--- src/rtl/bus_mux_reg.sv ---
// Registered one-hot bus multiplexer for the multicycle datapath.
// Picks one of N_SRC sources with a strobed one-hot select and delivers it
// after LAT clock edges. The output holds between selects. A non-one-hot
// select raises a sticky error flag and bumps a saturating counter.
module bus_mux_reg #(
  parameter int DATA_W   = 16,
  parameter int N_SRC    = 11,
  parameter int LAT      = 1,
  parameter int ZEXT_IDX = 8,
  parameter int ZEXT_W   = 6,
  parameter int ERRCNT_W = 8
) (
  input  logic                      Clock,
  input  logic                      Resetn,
  input  logic [N_SRC*DATA_W-1:0]   src_flat,
  input  logic [N_SRC-1:0]          sel,
  input  logic                      sel_valid,
  input  logic                      err_clr,
  output logic [DATA_W-1:0]         out,
  output logic                      out_valid,
  output logic [N_SRC-1:0]          out_sel,
  output logic                      err,
  output logic [ERRCNT_W-1:0]       err_cnt
);

  // Keeps only the valid low bits of the narrow (PC) source.
  localparam logic [DATA_W-1:0] ZEXT_MASK = {DATA_W{1'b1}} >> (DATA_W - ZEXT_W);

  logic [DATA_W-1:0] cond_src [N_SRC];
  logic [DATA_W-1:0] mux_data;
  logic              sel_onehot;
  logic              legal;
  logic              illegal;

  // Data, select and valid presented to the output register.
  logic [DATA_W-1:0] stg_data;
  logic [N_SRC-1:0]  stg_sel;
  logic              stg_valid;

  // The narrow source is zero-extended. All other sources pass through.
  generate
    for (genvar gi = 0; gi < N_SRC; gi++) begin : g_cond
      if (gi == ZEXT_IDX) begin : g_zext
        assign cond_src[gi] = src_flat[gi*DATA_W +: DATA_W] & ZEXT_MASK;
      end else begin : g_pass
        assign cond_src[gi] = src_flat[gi*DATA_W +: DATA_W];
      end
    end
  endgenerate

  assign sel_onehot = $onehot(sel);
  assign legal      = sel_valid & sel_onehot;
  assign illegal    = sel_valid & ~sel_onehot;

  // AND-OR multiplexer. The result is only consumed when sel is one-hot.
  always_comb begin
    mux_data = '0;
    for (int i = 0; i < N_SRC; i++) begin
      if (sel[i]) mux_data = mux_data | cond_src[i];
    end
  end

  generate
    if (LAT == 2) begin : g_lat2
      logic [DATA_W-1:0] s1_data;
      logic [N_SRC-1:0]  s1_sel;
      logic              s1_valid;

      // First pipeline stage. Its valid bit travels with the data, and the
      // stage never stalls.
      always_ff @(posedge Clock or negedge Resetn) begin
        if (!Resetn) begin
          s1_data  <= '0;
          s1_sel   <= '0;
          s1_valid <= 1'b0;
        end else begin
          s1_valid <= legal;
          if (legal) begin
            s1_data <= mux_data;
            s1_sel  <= sel;
          end
        end
      end

      assign stg_data  = s1_data;
      assign stg_sel   = s1_sel;
      assign stg_valid = s1_valid;
    end else begin : g_lat1
      assign stg_data  = mux_data;
      assign stg_sel   = sel;
      assign stg_valid = legal;
    end
  endgenerate

  // Output register. A new value loads only when a valid slot arrives.
  // Otherwise out and out_sel hold their values.
  always_ff @(posedge Clock or negedge Resetn) begin
    if (!Resetn) begin
      out       <= '0;
      out_sel   <= '0;
      out_valid <= 1'b0;
    end else begin
      out_valid <= stg_valid;
      if (stg_valid) begin
        out     <= stg_data;
        out_sel <= stg_sel;
      end
    end
  end

  // Sticky error flag and saturating counter. If a clear and an illegal
  // select arrive on the same edge, the clear wins and that event is dropped.
  always_ff @(posedge Clock or negedge Resetn) begin
    if (!Resetn) begin
      err     <= 1'b0;
      err_cnt <= '0;
    end else if (err_clr) begin
      err     <= 1'b0;
      err_cnt <= '0;
    end else if (illegal) begin
      err <= 1'b1;
      if (err_cnt != '1) err_cnt <= err_cnt + ERRCNT_W'(1);
    end
  end

endmodule

--- config.mk ---
export PLATFORM = sky130hd
export DESIGN_NAME = bus_mux_reg
export DESIGN_NICKNAME = d
export VERILOG_FILES = /design/src/rtl/bus_mux_reg.sv
export SDC_FILE = /design/constraint.sdc
export NUM_CORES = 1
export LEC_CHECK = 0
export CORE_MARGIN = 2
export CORE_UTILIZATION = 34
export DETAILED_ROUTE_END_ITERATION = 12
export PLACE_DENSITY = 0.83
export SLEW_MARGIN = 20
export SYNTH_ARGS = -nofsm -noshare
export SYNTH_HDL_FRONTEND = slang
export SYNTH_SLANG_ARGS = --single-unit
--- constraint.sdc ---
create_clock -name Clock -period 2.5 [get_ports Clock]
set_clock_uncertainty 0.05 [all_clocks]
set_input_delay 0.5 -clock Clock [delete_from_list [all_inputs] [get_ports Clock]]
set_output_delay 0.5 -clock Clock [all_outputs]
set_load 0.005 [all_outputs]
### Word-level counts from Yosys, hierarchy flattened

Index checks and enable logic that the tools add are counted.

* bitwise logic cells: 13
* reductions and logical operators: 3
* add/subtract/negate cells: 11
* equal/unequal tests: 2
* mux-type cells: 16

Operator list (number)
* $mux W16: 11
* $or A16 B16 Y16: 9
* $mux W8: 3
* $or A16 B6 Y16: 1
* $add A1 B1 Y2: 5
* $add A8 B1 Y8 const B: 1
* $ne A8 B8 Y1 const B: 1
* $add A2 B2 Y3: 2
* $add A3 B3 Y4: 1
* $add A4 B3 Y4: 1
* $eq A4 B1 Y1 const B: 1
* $reduce_bool A2 Y1: 2
* $add A2 B1 Y3: 1
* $and A1 B1 Y1: 2
* $mux W1: 2
* $reduce_and A2 Y1: 1
* $not A1 Y1: 1

* flip-flop bits (word level): 37
* word-level logic and storage cells: 50
* bits of input ports: 191
* output and inout port bits: 37

### Logic depth before layout (Yosys ltp)

Gate-level depths: netlist of run 1.

* word-level depth: 21
* gate-level depth with buffers: 14
* depth with buffers taken out: 12

### Least setup slack after synthesis of run 1

Ideal clock, no wire load.

* path type: input-to-reg
* from: in sel[0]
* to: reg out[15]
* arrival: 3810 ps
* buffers on the path: 2
* cell stages on the path: 12
* slack: -1478 ps
* data required time: 2332 ps
* library setup time: 118 ps
* cells stage by stage: fa_1 fa_1 inv_1 fa_1 fa_1 inv_1 fa_1 nor3_2 nand3_1 buf_4 buf_6 a21o_1

* word-level cells in the longest chain between the ends: 21

RTL lines
* start, declared: RTL line 16 `input logic [N_SRC-1:0] sel,`
* $mux W16: RTL line 59 `if (sel[i]) mux_data = mux_data | cond_src[i];`
* $or A16 B16 Y16: RTL line 59
* $mux W16: RTL line 59
* $or A16 B16 Y16: RTL line 59
* $mux W16: RTL line 59
* $or A16 B16 Y16: RTL line 59
* $mux W16: RTL line 59
* $or A16 B16 Y16: RTL line 59
* [... 5 more ...]
* $or A16 B16 Y16: RTL line 59
* $mux W16: RTL line 59
* $or A16 B6 Y16: RTL line 59
* $mux W16: RTL line 59
* $or A16 B16 Y16: RTL line 59
* $mux W16: RTL line 59
* $or A16 B16 Y16: RTL line 59
* $mux W16: RTL line 59
* end signal, assigned: RTL line 105 `out <= stg_data;`
* end, declared: RTL line 19 `output logic [DATA_W-1:0] out,`

Several ways; a longest one is shown, not always the timed one.
A chain may end at the register's enable or synchronous reset.

### Final worst setup path of run 1

* from: in sel[9]
* to: reg out_sel[1]

* word-level cells in the longest chain between the ends: 5

RTL lines
* $add A1 B1 Y2 (implied by the code): RTL line 51 `assign sel_onehot = $onehot(sel);`
* $add A2 B1 Y3 (implied by the code): RTL line 51
* $add A4 B3 Y4 (implied by the code): RTL line 51
* $eq A4 B1 Y1: RTL line 51
* $and A1 B1 Y1: RTL line 52 `assign legal = sel_valid & sel_onehot;`
* end signal, assigned: RTL line 106 `out_sel <= stg_sel;`
* end, declared: RTL line 21 `output logic [N_SRC-1:0] out_sel,`

Every way passes these cells.

==> summary.md, run 1 <==
| Metric | Value |
|---|---|
| Outcome | `finished, violations left` |
| Failing checks | `setup timing` |
| Relative slew slack | `46.0%` |
| Cells after synthesis | `264` |
| CTS clock-pin slew for the worst setup and hold paths | `0.07 ns` |
| Clk Latency, worst-skew pair | `0.28 ns` |
| Post-Place Cells | `573` |
| Fin nets | `689` |
| Port Buf Inserts | `217` |
| Reg2Reg Setup Slack | `0.64 ns` |
| Slew Limit Fails | `0` |
| Drt pass-1 iters | `4` |
| Final worst slack | `-1.33 ns` |
| Initial antenna violation count | `0` |
| Required @ worst endpoint | `2.62 ns` |
| Final worst path period share | `153%` |
| Synthesis-to-layout area growth | `108%` |
| Highest clock rate | `0.261 GHz` |
| Slowest-stage cell, CP | `fa_1` |
| Post-Layout Cell Count | `589` |
| EDFF count, synth | `0` |
| CORE AREA | `0.00729 mm²` |
| Row count | `31` |
| RR Endpoint | `err_cnt[4]` |
| IO Pins | `228` |
| Die W | `91.2 µm` |
| Synth top area share | `35.8%` |
| Area contributors post-synth | `dfrtp_1, a22oi_1, a221oi_1` |
| Synth async-reset ratio | `100%` |
| LEAKAGE | `2.22 nW` |
| Hold Crit Class | `primary input to asynchronous set/reset pin` |
| Via count | `3356` |
| H-tree lvl count | `2` |
| Post-route ant nets | `0` |
| Crit end category | `flip-flop` |
| Max Cap Viol | `0` |
| CTS Buf Count | `5` |
| DP Wirelength | `9.63 mm` |
| Layout Utilization | `73.5%` |
| Number of global-route vias before repair | `3365` |
| DR vias/cell | `5.70` |
| N_diodes | `0` |
| # DRC | `0` |
| CTS Sinks | `37` |
| Initial Util | `35.4%` |
| Setup CP Type | `primary input to flip-flop` |
| CP peak stage delay | `0.55 ns` |
| Critical path peak fanout | `7` |
| Final Hold Vio Count | `0` |
| Unrepaired setup endpoints after global routing | `true` |
| FF-to-FF path depth | `6` |
| First-pass GRT wire length | `18.4 mm` |
| Seq cells post-synth | `37` |
| CTS root buf | `clkbuf_8` |
| Unique masters post-synth | `33` |
| Post-synth top cells | `a22oi_1, dfrtp_1, a221oi_1` |
| Pwr per Cell Area | `626 mW/mm²` |
| Congestion Overflow GR | `0` |
| R2R Path Start | `err_cnt[0]` |
| Worst Path Arrival | `3.96 ns` |
| Synth Cell Area | `0.00258 mm²` |
| Layout filler cell count | `531` |
| Die ar. | `0.00831 mm²` |
| GRT Overall Usage | `29.3%` |
| Largest net degree at the start of global routing | `38` |
| Seq/Total Area, Yosys | `35.8%` |
| Initial DRC count | `166` |
| Layout cell share with drive strength beyond 1 | `15.7%` |
| Post-layout min period | `3.83 ns` |
| Post-synth net total | `464` |
| Most used cell along the critical path | `fa_2` |
| Area leader, netlist | `dfrtp_1` |
| # setup viols final | `37` |
| CTS max path bufs | `2` |
| Hold-fix buffers, CTS | `0` |
| Wirelength per Cell | `21.9 µm` |
| Most common cell in the netlist | `a22oi_1` |
| Fin Hold WS | `0.253 ns` |
| YS warnings | `0` |
| Worst vdd ir | `0.273 mV` |
| Avg Cell Area, Syn | `9.79 µm²` |
| Die Height | `91.2 µm` |
| Gpl congestion | `0.969` |
| CTS tree | `built` |
| Startpoint Class | `primary input` |
| Crit-path cells | `buf_8, fa_2, fa_1, inv_2, fa_1, fa_2, inv_2, fa_2, nor3_4, nand3_4, buf_12, buf_12, mux2_2` |
| Routed WL | `12.9 mm` |
| Post-synth top flop | `dfrtp_1` |
| Post-layout power | `0.00335 W` |
| Worst slew pin tran | `0.811 ns` |
-- how the worst max path moves through the flow --
stage | from | to | slack, ns | depth (start not counted)
after detailed placement | sel[0] | out_sel[1] | -1.95 | 12
after global routing | sel[9] | out_sel[10] | -1.41 | 13
after global placement | sel[0] | out_sel[3] | -1.84 | 12
after floorplan | sel[0] | out[15] | -1.36 | 12
final | sel[9] | out_sel[1] | -1.33 | 13
after CTS | sel[9] | err_cnt[4] | -1.44 | 13
-- cell type report --
class,instances,area (µm²),area share [%]
Clock buffer,8,80.1,1.49
Inverter,13,48.8,0.910
Multi-Input combinational cell,188,1720,32.0
Sequential cell,37,926,17.3
Tap cell,99,124,2.31
Timing Repair Buffer,244,2470,46.0
-- flip-flops by register name, summed over array words and instances, names as in the netlist --
| signal | cells |
|---|---|
| err | 1 |
| err_cnt | 8 |
| out_valid | 1 |
| out_sel | 11 |
| out | 16 |
-- stage by stage --
| step | worst slack [ns] | setup TNS, ns | area (µm²) |
|---|---|---|---|
| 4_1_cts | -1.44 | -50.87 | 5210 |
| 5_1_grt | -1.41 | -49.99 | 5360 |
| 3_3_place_gp | -1.84 | -65.63 | 4920 |
| 2_1_floorplan | -1.36 | -47.79 | 2610 |
| 3_5_place_dp | -1.95 | -69.79 | 4920 |
| 6_report | -1.33 | -46.99 | 5360 |
-- routing by layer --
layer	share of wire [%]	vias up	GRT usage [%]	wire, µm
li1	-	1502	-	-
met1	37	1632	34.1	4840
met2	49	195	50.2	6320
met3	10	27	9.88	1350
met4	3.0	0	10.4	384
met5	0	-	0	0
-- power breakdown --
| group | total, W | switching (W) | internal, W |
|---|---|---|---|
| clock | 0.000387 | 0.000189 | 0.000198 |
| sequential | 0.000982 | 0.000142 | 0.000840 |
| combinational | 0.00199 | 0.000756 | 0.00123 |
-- critical path, delay by kind of cell --
| kind | cells | cell delay [ns] |
|---|---|---|
| adders and majority gates | 5 | 2.29 |
| buffers and inverters | 5 | 0.51 |
| muxes | 1 | 0.26 |
| and+or+nand+nor | 2 | 0.39 |
-- cell families (layout without fill, tap and decap cells) --
group	Yosys count	after routing	synth area share, %
DFF	37	37	35.8
adders and majority gates	9	9	6.39
buffers and inverters	39	265	6.78
xor gates and xnor gates	2	2	0.678
and+or+nand+nor	41	41	7.89
AOI/OAI and AO/OA	125	125	37.7
muxes	11	11	4.75
-- what timing repair did --
action,in CTS,in global routing
setup endpoints to repair,37,37
pin swaps,15,8
setup buffers,5,1
gates resized for setup,40,21
cloned,3,0
-- layout by cell type, fill, tap and decap left out, types with 2 or more instances in the layout --
cell type | Yosys | layout
a22o_1 | 12 | 12
inv_2 | 0 | 3
a221oi_1 | 22 | 22
nand2_1 | 15 | 15
clkbuf_8 | 0 | 5
nor2b_1 | 4 | 4
buf_2 | 8 | 4
a222oi_1 | 6 | 6
buf_12 | 0 | 4
a31o_2 | 2 | 2
fa_1 | 7 | 4
a31oi_4 | 0 | 11
clkdlybuf4s50_1 | 0 | 210
buf_6 | 2 | 6
o21ai_1 | 5 | 5
inv_1 | 13 | 10
nand4_1 | 4 | 4
a21oi_1 | 3 | 2
buf_16 | 0 | 2
mux2_4 | 0 | 3
dfrtp_1 | 37 | 37
buf_4 | 1 | 17
fa_2 | 0 | 3
a21o_1 | 16 | 16
mux2_2 | 10 | 7
a22oi_1 | 40 | 40
and3_1 | 2 | 2
ha_1 | 2 | 2
nor2_1 | 10 | 10
clkbuf_1 | 15 | 3
a31oi_1 | 16 | 4
Power figures use the tool's default switching activity.
==> run 2: changes to the inputs <==
- CORE_UTILIZATION: 34 -> 29
- PLACE_DENSITY: 0.83 -> 0.75
- clock period: 2.5 -> 3.3 ns (I/O delays scaled with it)
==> run 2 against run 1 <==
Effect of this change: final cell count grew 1.4%; the flow still finishes with violations (setup timing); routed wire length shrank 3.2%; critical path type unchanged; flip-flop and latch count is the same; global-route usage shrank 5.2 points; combinational power shrank 27%; highest routed layer unchanged; count of clock-buffer cells in the layout shrank 2; largest power group unchanged; via count shrank 1.3%; worst hold slack gained 0.18 ns; sequential share of layout area grew 0.21 points; first-iteration DRC count shrank 16%; setup slack gained 0.66 ns; clock power grew 7.5%.
==> summary.md, run 2 (synthesis results as in run 1) <==
| Metric | Value |
|---|---|
| Outcome | `finished, violations left (unchanged)` |
| Failing checks | `setup timing (unchanged)` |
| Sw frac | `31.1% (was 32.4%)` |
| Worst slew pin tran | `0.863 ns (was 0.811 ns)` |
| Setup TNS Final | `-21.51 ns (was -46.99 ns)` |
| Number of global-route vias before repair | `3361 (was 3365)` |
| Origin of the worst min-delay path | `out[6]` |
| Slew Limit Fails | `0 (unchanged)` |
| Hold-fix buffers, CTS | `0 (unchanged)` |
| CORE AREA | `0.00868 mm² (was 0.00729 mm²)` |
| Unrepaired setup endpoints after global routing | `true (unchanged)` |
| Drt pass-1 iters | `6 (was 4)` |
| Wirelength per Cell | `20.9 µm (was 21.9 µm)` |
| R2R Path Start | `err_cnt[0] (unchanged)` |
| Initial DRC count | `140 (was 166)` |
| Largest registers ranked by flip-flop count | `out: 16 flops, out_sel: 11 flops, err_cnt: 8 flops (unchanged)` |
| Post-route ant nets | `0 (unchanged)` |
| CTS Sinks | `37 (unchanged)` |
| Fin nets | `688 (was 689)` |
| Clk network pwr share | `16.0% (was 11.5%)` |
| Final worst path period share | `120%` |
| DP Wirelength | `9.15 mm (was 9.63 mm)` |
| Critical path peak fanout | `5 (was 7)` |
| Clk Latency, worst-skew pair | `0.29 ns (was 0.28 ns)` |
| Fin Hold WS | `0.429 ns (was 0.253 ns)` |
| Largest net degree at the start of global routing | `38 (unchanged)` |
| Most frequent cells in the layout | `clkdlybuf4s50_1, a22oi_1, dfrtp_1 (unchanged)` |
| Relative slew slack | `42.4% (was 46.0%)` |
| Final worst slack | `-0.668 ns (was -1.33 ns)` |
| LEAKAGE | `2.23 nW (was 2.22 nW)` |
| Initial Util | `29.8% (was 35.4%)` |
| Post-layout min period | `3.97 ns` |
| Footprint of the multi-input gates | `0.00162 mm² (was 0.00172 mm²)` |
| Commonest non-fill, non-tap cell in the layout | `clkdlybuf4s50_1 (unchanged)` |
| CTS clock-pin slew for the worst setup and hold paths | `0.08 ns (was 0.07 ns)` |
| Layout cell share with drive strength beyond 1 | `14.9% (was 15.7%)` |
| Setup crit start | `sel[3] (was sel[9])` |
| Die Height | `98.4 µm (was 91.2 µm)` |
| Setup CP Type | `primary input to flip-flop (unchanged)` |
| Required @ worst endpoint | `3.42 ns (was 2.62 ns)` |
| # setup viols final | `37 (unchanged)` |
| # DRC | `0 (unchanged)` |
| Crit end category | `flip-flop (unchanged)` |
| Die ar. | `0.00968 mm² (was 0.00831 mm²)` |
| First-pass GRT wire length | `18.1 mm (was 18.4 mm)` |
| Largest register FFs | `16 (unchanged)` |
| Initial antenna violation count | `0 (unchanged)` |
| Startpoint Class | `primary input (unchanged)` |
| Gpl congestion | `0.920 (was 0.969)` |
| Worst vdd ir | `0.251 mV (was 0.273 mV)` |
| Row count | `34 (was 31)` |
| Hold Crit Class | `flip-flop to flip-flop (was primary input to asynchronous set/reset pin)` |
| Combinational power share | `55.6% (was 59.2%)` |
| Congestion Overflow GR | `0 (unchanged)` |
| Switch Pwr | `0.000811 W (was 0.00109 W)` |
| DR vias/cell | `5.55 (was 5.70)` |
| CTS max path bufs | `2 (unchanged)` |
| Port Buf Inserts | `217 (unchanged)` |
| Layout filler cell count | `747 (was 531)` |
| Highest clock rate | `0.252 GHz` |
| IO Pins | `228 (unchanged)` |
| Worst Path Arrival | `4.09 ns (was 3.96 ns)` |
| Via count | `3312 (was 3356)` |
| N_diodes | `0 (unchanged)` |
| Final Hold Vio Count | `0 (unchanged)` |
| Pwr per Cell Area | `492 mW/mm² (was 626 mW/mm²)` |
| Routed WL | `12.5 mm (was 12.9 mm)` |
| CTS Buf Count | `5 (unchanged)` |
| Sequential standard cell area | `926 µm² (unchanged)` |
| CTS tree | `built (unchanged)` |
| Internal power | `0.00179 W (was 0.00227 W)` |
| Synthesis-to-layout area growth | `105% (was 108%)` |
| Reg power frac | `28.4% (was 29.3%)` |
| Top reg by flops | `out (unchanged)` |
| GRT Overall Usage | `24.1% (was 29.3%)` |
| Max Cap Viol | `0 (unchanged)` |
| CTS root buf | `clkbuf_8 (unchanged)` |
| Die W | `98.4 µm (was 91.2 µm)` |
| Post-Place Setup Slack | `-1.29 ns (was -1.95 ns)` |
| H-tree lvl count | `2 (unchanged)` |
==> run 2: cell types whose count changed in the layout (fill, tap and decap cells not counted), moves of 3 or more <==
cell      before  now
clkbuf_1       3    0
a31oi_1        4   11
buf_6          6   10
a31oi_4       11    2
buf_12         4    1
==> run 2: worst max-delay path, stage by stage <==
cell and delay [ns]:
buf_6 0.10, fa_1 0.50, fa_1 0.53, inv_1 0.05
fa_1 0.45, fa_2 0.36, inv_2 0.06, fa_2 0.44
nor3_4 0.24, nand3_4 0.13, buf_6 0.15, buf_12 0.12
mux2_4 0.29
==> run 2: repair_timing <==
item	CTS	global route
setup endpoints to repair	37	37
gates cloned	3	1
setup buffers	4	0
pin swaps	13	9
gates resized for setup	47	13
==> run 2: layer usage <==
layer  track usage, %  share of wire, %  vias to the layer above
met5                0                 0                        -
li1                 -                 -                     1501
met3             5.37               8.6                       28
met2             40.6                48                      192
met1             31.0                40                     1591
met4             6.95               2.7                        0
==> run 2: final timing paths <==
| path | end | slack (ns) | cells after the start |
|---|---|---|---|
| max | out_sel[0] | -0.67 | 13 |
| min | out[6] | 0.43 | 1 |
| max reg2reg | err_cnt[4] | 1.45 | 6 |
| min reg2reg | out[6] | 0.43 | 1 |
| max in group asynchronous | err_cnt[7] | 2.23 | 1 |
| min in group asynchronous | out[10] | 0.44 | 1 |
==> run 2: metrics by stage <==
step | util [%] | power, W | cell area, µm² | instances
6_report | 61.0 | 0.00260 | 5300 | 597
5_1_grt | 61.0 | 0.00274 | 5300 | 597
4_1_cts | 60.2 | 0.00258 | 5220 | 597
3_5_place_dp | 56.9 | 0.00202 | 4930 | 582
3_3_place_gp | 56.9 | 0.00198 | 4930 | 582
2_1_floorplan | - | 0.00125 | 2610 | 264
==> run 2: power by group through the flow <==
stage | registers, W | logic (W) | clock network, W
2_1_floorplan | 0.000750 | 0.000504 | 0
3_3_place_gp | 0.000742 | 0.00124 | 0
3_5_place_dp | 0.000744 | 0.00127 | 0
4_1_cts | 0.000738 | 0.00142 | 0.000423
5_1_grt | 0.000759 | 0.00154 | 0.000442
6_report | 0.000739 | 0.00145 | 0.000416
==> run 2: area by class of cell <==
class	count	area share, %
inverter	13	0.921
clock inverter	2	0.709
timing repair buffer	243	46.2
multi-input combinational	188	30.5
sequential	37	17.5
tap	108	2.55
clock buffer	6	1.56
